**src/rtl/instr_encoder.sv**
```systemverilog
// rtl/instr_encoder.sv - packs decoded RV32I fields into instruction words with PC tagging and immediate checks
module instr_encoder #(
    parameter logic [31:0] BASE_PC = 32'h0000_0000,
    parameter int          CNT_W   = 16
) (
    input  logic             clk,
    input  logic             rst_n,
    input  logic             clear,
    input  logic             in_valid,
    output logic             in_ready,
    input  logic [6:0]       opcode,
    input  logic [4:0]       rd,
    input  logic [4:0]       rs1,
    input  logic [4:0]       rs2,
    input  logic [2:0]       funct3,
    input  logic [6:0]       funct7,
    input  logic [31:0]      imm,
    output logic             out_valid,
    input  logic             out_ready,
    output logic [31:0]      instr,
    output logic [31:0]      pc,
    output logic             err,
    output logic [1:0]       err_code,
    output logic [31:0]      err_pc,
    output logic [CNT_W-1:0] count
);

    localparam logic [6:0] OP_R      = 7'b0110011;
    localparam logic [6:0] OP_IMM    = 7'b0010011;
    localparam logic [6:0] OP_LOAD   = 7'b0000011;
    localparam logic [6:0] OP_JALR   = 7'b1100111;
    localparam logic [6:0] OP_STORE  = 7'b0100011;
    localparam logic [6:0] OP_BRANCH = 7'b1100011;
    localparam logic [6:0] OP_LUI    = 7'b0110111;
    localparam logic [6:0] OP_AUIPC  = 7'b0010111;
    localparam logic [6:0] OP_JAL    = 7'b1101111;

    localparam logic [1:0] E_NONE  = 2'b00;
    localparam logic [1:0] E_OPC   = 2'b01;
    localparam logic [1:0] E_RANGE = 2'b10;
    localparam logic [1:0] E_ALIGN = 2'b11;

    logic        accept;
    logic [31:0] next_pc;
    logic [31:0] enc_word;
    logic [1:0]  enc_err;
    logic        fits12;
    logic        fits13;
    logic        fits21;
    logic        is_shift;

    assign in_ready = !clear && (!out_valid || out_ready);
    assign accept   = in_valid && in_ready;

    // Each fitsN means imm is exactly the sign-extension of its low N bits.
    assign fits12   = (imm[31:11] == {21{imm[11]}});
    assign fits13   = (imm[31:12] == {20{imm[12]}});
    assign fits21   = (imm[31:20] == {12{imm[20]}});
    assign is_shift = (opcode == OP_IMM) && ((funct3 == 3'b001) || (funct3 == 3'b101));

    always_comb begin
        enc_word = 32'h0000_0013;
        enc_err  = E_NONE;
        case (opcode)
            OP_R: begin
                enc_word = {funct7, rs2, rs1, funct3, rd, opcode};
            end
            OP_IMM, OP_LOAD, OP_JALR: begin
                if (is_shift) begin
                    enc_word = {funct7, imm[4:0], rs1, funct3, rd, opcode};
                    if (imm[31:5] != 27'd0) enc_err = E_RANGE;
                end else begin
                    enc_word = {imm[11:0], rs1, funct3, rd, opcode};
                    if (!fits12) enc_err = E_RANGE;
                end
            end
            OP_STORE: begin
                enc_word = {imm[11:5], rs2, rs1, funct3, imm[4:0], opcode};
                if (!fits12) enc_err = E_RANGE;
            end
            OP_BRANCH: begin
                enc_word = {imm[12], imm[10:5], rs2, rs1, funct3, imm[4:1], imm[11], opcode};
                if (!fits13)     enc_err = E_RANGE;
                else if (imm[0]) enc_err = E_ALIGN;
            end
            OP_LUI, OP_AUIPC: begin
                enc_word = {imm[31:12], rd, opcode};
                if (imm[11:0] != 12'd0) enc_err = E_ALIGN;
            end
            OP_JAL: begin
                enc_word = {imm[20], imm[10:1], imm[11], imm[19:12], rd, opcode};
                if (!fits21)     enc_err = E_RANGE;
                else if (imm[0]) enc_err = E_ALIGN;
            end
            default: begin
                enc_err = E_OPC;
            end
        endcase
    end

    always_ff @(posedge clk or negedge rst_n) begin
        if (!rst_n) begin
            out_valid <= 1'b0;
            instr     <= 32'd0;
            pc        <= 32'd0;
            err       <= 1'b0;
            err_code  <= 2'b00;
            err_pc    <= 32'd0;
            count     <= '0;
            next_pc   <= BASE_PC;
        end else if (clear) begin
            out_valid <= 1'b0;
            err       <= 1'b0;
            err_code  <= 2'b00;
            err_pc    <= 32'd0;
            count     <= '0;
            next_pc   <= BASE_PC;
        end else if (accept) begin
            out_valid <= 1'b1;
            instr     <= enc_word;
            pc        <= next_pc;
            next_pc   <= next_pc + 32'd4;
            count     <= count + CNT_W'(1);
            // Only the first failing bundle is recorded until clear/reset.
            if ((enc_err != E_NONE) && !err) begin
                err      <= 1'b1;
                err_code <= enc_err;
                err_pc   <= next_pc;
            end
        end else if (out_ready) begin
            out_valid <= 1'b0;
        end
    end

endmodule
```
**config.mk**
```make
export PLATFORM = sky130hd
export DESIGN_NAME = instr_encoder
export DESIGN_NICKNAME = d
export VERILOG_FILES = /design/src/rtl/instr_encoder.sv
export SDC_FILE = /design/constraint.sdc
export NUM_CORES = 1
export LEC_CHECK = 0
export CAP_MARGIN = 20
export CELL_PAD_IN_SITES_DETAIL_PLACEMENT = 0
export CELL_PAD_IN_SITES_GLOBAL_PLACEMENT = 2
export CORE_MARGIN = 3
export CORE_UTILIZATION = 30
export DETAILED_ROUTE_END_ITERATION = 6
export GPL_ROUTABILITY_DRIVEN = 0
export PLACE_DENSITY = 0.85
export RECOVER_POWER = 50
export REMOVE_ABC_BUFFERS = 1
export SYNTH_ARGS = -nofsm -noshare
export SYNTH_HDL_FRONTEND = slang
export SYNTH_SLANG_ARGS = --single-unit
```
**constraint.sdc**
```tcl
create_clock -name clk -period 3.4 [get_ports clk]
set_input_delay 0.85 -clock clk [delete_from_list [all_inputs] [get_ports clk]]
set_output_delay 0.85 -clock clk [all_outputs]
set_load 0.01 [all_outputs]
```
==> qor.yml <==
logic_synthesis:
  post-synth-top-count-cell: "nand2_1"
  syn_avg_cell_area_um2: 9.74
  ys_seq_area_share_pct: 51.4
  synth_top_cell_by_area: "dfrtp_1"
  synth_top_cell_area_share_pct: 51.4
  synth_area_um2: 6960
  postSynthCellCount: 715
  ys_ff_latch: 143
  synth-edff-count: 0
  synthArstFlopShare_pct: 100
  synth-warning-count: 0
  ys_types: 52
  synthTopCellsByCount: "nand2_1 (149), dfrtp_1 (143), nor2_1 (90), nor2b_1 (34), mux2_4 (28)"
  ys_top_cells_by_area: "dfrtp_1 (51%), nand2_1 (8.0%), mux2_4 (6.0%)"
  synth_flop_cell: "dfrtp_1"
critical_path:
  ff2ff_setup_slack_ns: 1.00
  path_depth: 9
  r2r_start: "next_pc[7]"
  r2r_end: "next_pc[30]"
  arrival_ns: 3.58
  path_cells: "clkdlybuf4s50_1, or4_4, nor3_2, a311oi_1, nand2b_1, a311o_2, o21ai_4, buf_12, mux2_4"
  crit_family: "simple AND/OR/NAND/NOR gates"
  crit_type: "in2reg"
  end_kind: "flip-flop"
  critPathBufInv: 2
  critPathMaxStageDelay_ns: 0.55
  ff2ff_path_depth: 7
  crit_fanout: 30
  critPathSlowestCell: "or4_4"
  required_ns: 3.70
  start_kind: "primary input"
clock_network:
  ctsHtreeMaxLevel: 4
  cts_hold_buf: 0
  cts_made_buffers: 17
  cts_sinks: 143
  postCtsSetupRepairBufs: 0
  cts-root-buf: "clkbuf_16"
  cts_tree: "built"
  clk_latency_ns: 0.42
  clkSlewWorstSetupHoldPaths_ns: 0.06
  cts_resized: 0
  clock_path_buffers: 2
hold_path:
  hold_class: "reg2reg"
  hold_path.startpoint: "instr[0]"
  min_to: "instr[0]"
  whs_path_depth: 1
sta:
  setup_tns_ns: 0
  relSlewSlack_pct: 4.73
  setup_viol: 0
  period_minus_slack_ns: 3.28
  final-max-slew-violation-count: 0
  fin_crit_sh_pct: 96.5
  finalHoldViolCount: 0
  worst_pin_slew_ns: 1.43
  clock-skew-final_ns: 0.00688
  rsz0062_at_grt: "false"
  max_freq_mhz: 305
floorplanning:
  die_x_um: 158
  ios: 186
  fp-row-count: 55
  die_area_um2: 25100
  dieHeight_um: 158
  start_util_pct: 30.7
  core_um2: 22700
drt:
  ant_nets: 0
  drc_errors: 0
  drt_first_iter_violations: 306
  wire_per_inst_um: 16.6
  wl_um: 20400
  first_pass_iters: 6
  vias: 5893
  vias_per_cell: 4.79
global_route:
  grt_max_degree: 58
  grt_pass1_wl_um: 32700
  busiest_layer: "met2"
  grt_pass1_vias: 5941
  met1_usage_pct: 22.9
  grt-ovfl-total: 0
  antenna_found_initial: 1
  gr-usage-all-layers_pct: 16.6
  grtUsageMet3_pct: 5.33
  grt_util_met2_pct: 25.9
finish:
  nNetsFinal: 1004
  nFillCells: 2215
  final_util_pct: 43.8
  area_delta_synth_final_pct: 42.8
  drive_gt1_share_pct: 12.6
  fin_cells: 1230
  n_antenna_cell: 0
power_and_ir_drop:
  fin_total_pwr_mw: 4.05
  p_leak_nw: 4.46
  power_density_nw_per_um2: 408
  vdd_ir_drop_max_uv: 254
place:
  dp.cells: 1198
  dp_hpwl_um: 14900
  portBuffers: 183
run:
  max-cap-violations: 0
status:
  status: "completed"
[area by class of cell]
cell class	count	area (um^2)	area share, %
clock buffers	19	443	4.46
clock inverters	13	129	1.30
inverters	10	37.5	0.378
multi-input cells	526	3180	32.0
flip-flops and latches	143	3580	36.0
well taps	285	357	3.59
repair buffers	234	2220	22.3
[stage by stage]
step                      hold WS, ns  setup slack [ns]  area (um^2)
after floorplan                 0.449             -1.34         6780
after global placement          0.451            -0.248         9410
after detailed placement        0.458            -0.298         9410
after CTS                       0.401             0.143         9980
after global routing            0.488            0.0452         9940
final                           0.463             0.120         9940
[kinds of logic (layout without fill, tap and decap cells)]
| logic type | after synthesis | after routing | synth area share (%) |
|---|---|---|---|
| AO/OA/AOI/OAI | 86 | 86 | 9.15 |
| XOR/XNOR | 33 | 33 | 4.15 |
| adder cells (fa/ha/maj) | 3 | 3 | 0.539 |
| buffers and inverters | 47 | 276 | 3.16 |
| flip-flops | 143 | 143 | 51.4 |
| multiplexers | 33 | 33 | 6.76 |
| other | 1 | 2 | 0.0539 |
| AND/OR/NAND/NOR | 369 | 369 | 24.8 |
[metal layers]
layer	part of all wire [%]	wire length [um]	vias to the layer above
met5	0.034	7	-
met4	1.0	209	2
met3	6.1	1250	14
met2	46	9370	133
met1	47	9600	2830
li1	-	-	2914
[sequential cells by signal, summed over array words and instances, names as in the netlist]
| name | cells |
|---|---|
| out_valid | 1 |
| instr | 32 |
| err | 1 |
| err_pc | 31 |
| next_pc | 30 |
| pc | 30 |
| err_code | 2 |
| count | 16 |
[placed cells by master, fill, tap and decap left out, types with 5 or more instances in the layout]
cell and instances:
clkdlybuf4s50_1 163, nand2_1 149, dfrtp_1 143, nor2_1 90, buf_4 45, nor2b_1 34, mux2_4 28, xor2_1 27
o21ai_0 25, nand3_1 23, nand4_1 23, dlygate4sd3_1 18, clkbuf_16 17, a221oi_1 13, a222oi_1 11, a21oi_1 10
inv_1 10, and3_1 9, nor4_1 8, and2_1 7, xnor2_1 6, and4_1 6, nor3_1 6, mux2i_1 5
nand2b_1 5
[power breakdown]
group	switching, mW	internal [mW]	total [mW]
combinational	0.235	0.221	0.456
sequential	0.0300	1.75	1.78
clock	0.781	1.04	1.82
total	1.05	3.01	4.05
[how the worst max path moves through the flow]
stage	from	to	slack [ns]
final	imm[6]	err_pc[11]	0.12
after CTS	imm[6]	err_pc[7]	0.14
after global routing	imm[6]	err_pc[11]	0.05
after floorplan	clear	next_pc[22]	-1.34
after detailed placement	imm[6]	err_pc[7]	-0.30
after global placement	imm[6]	err_pc[24]	-0.25
No activity file was read; power rests on OpenSTA's default activity.
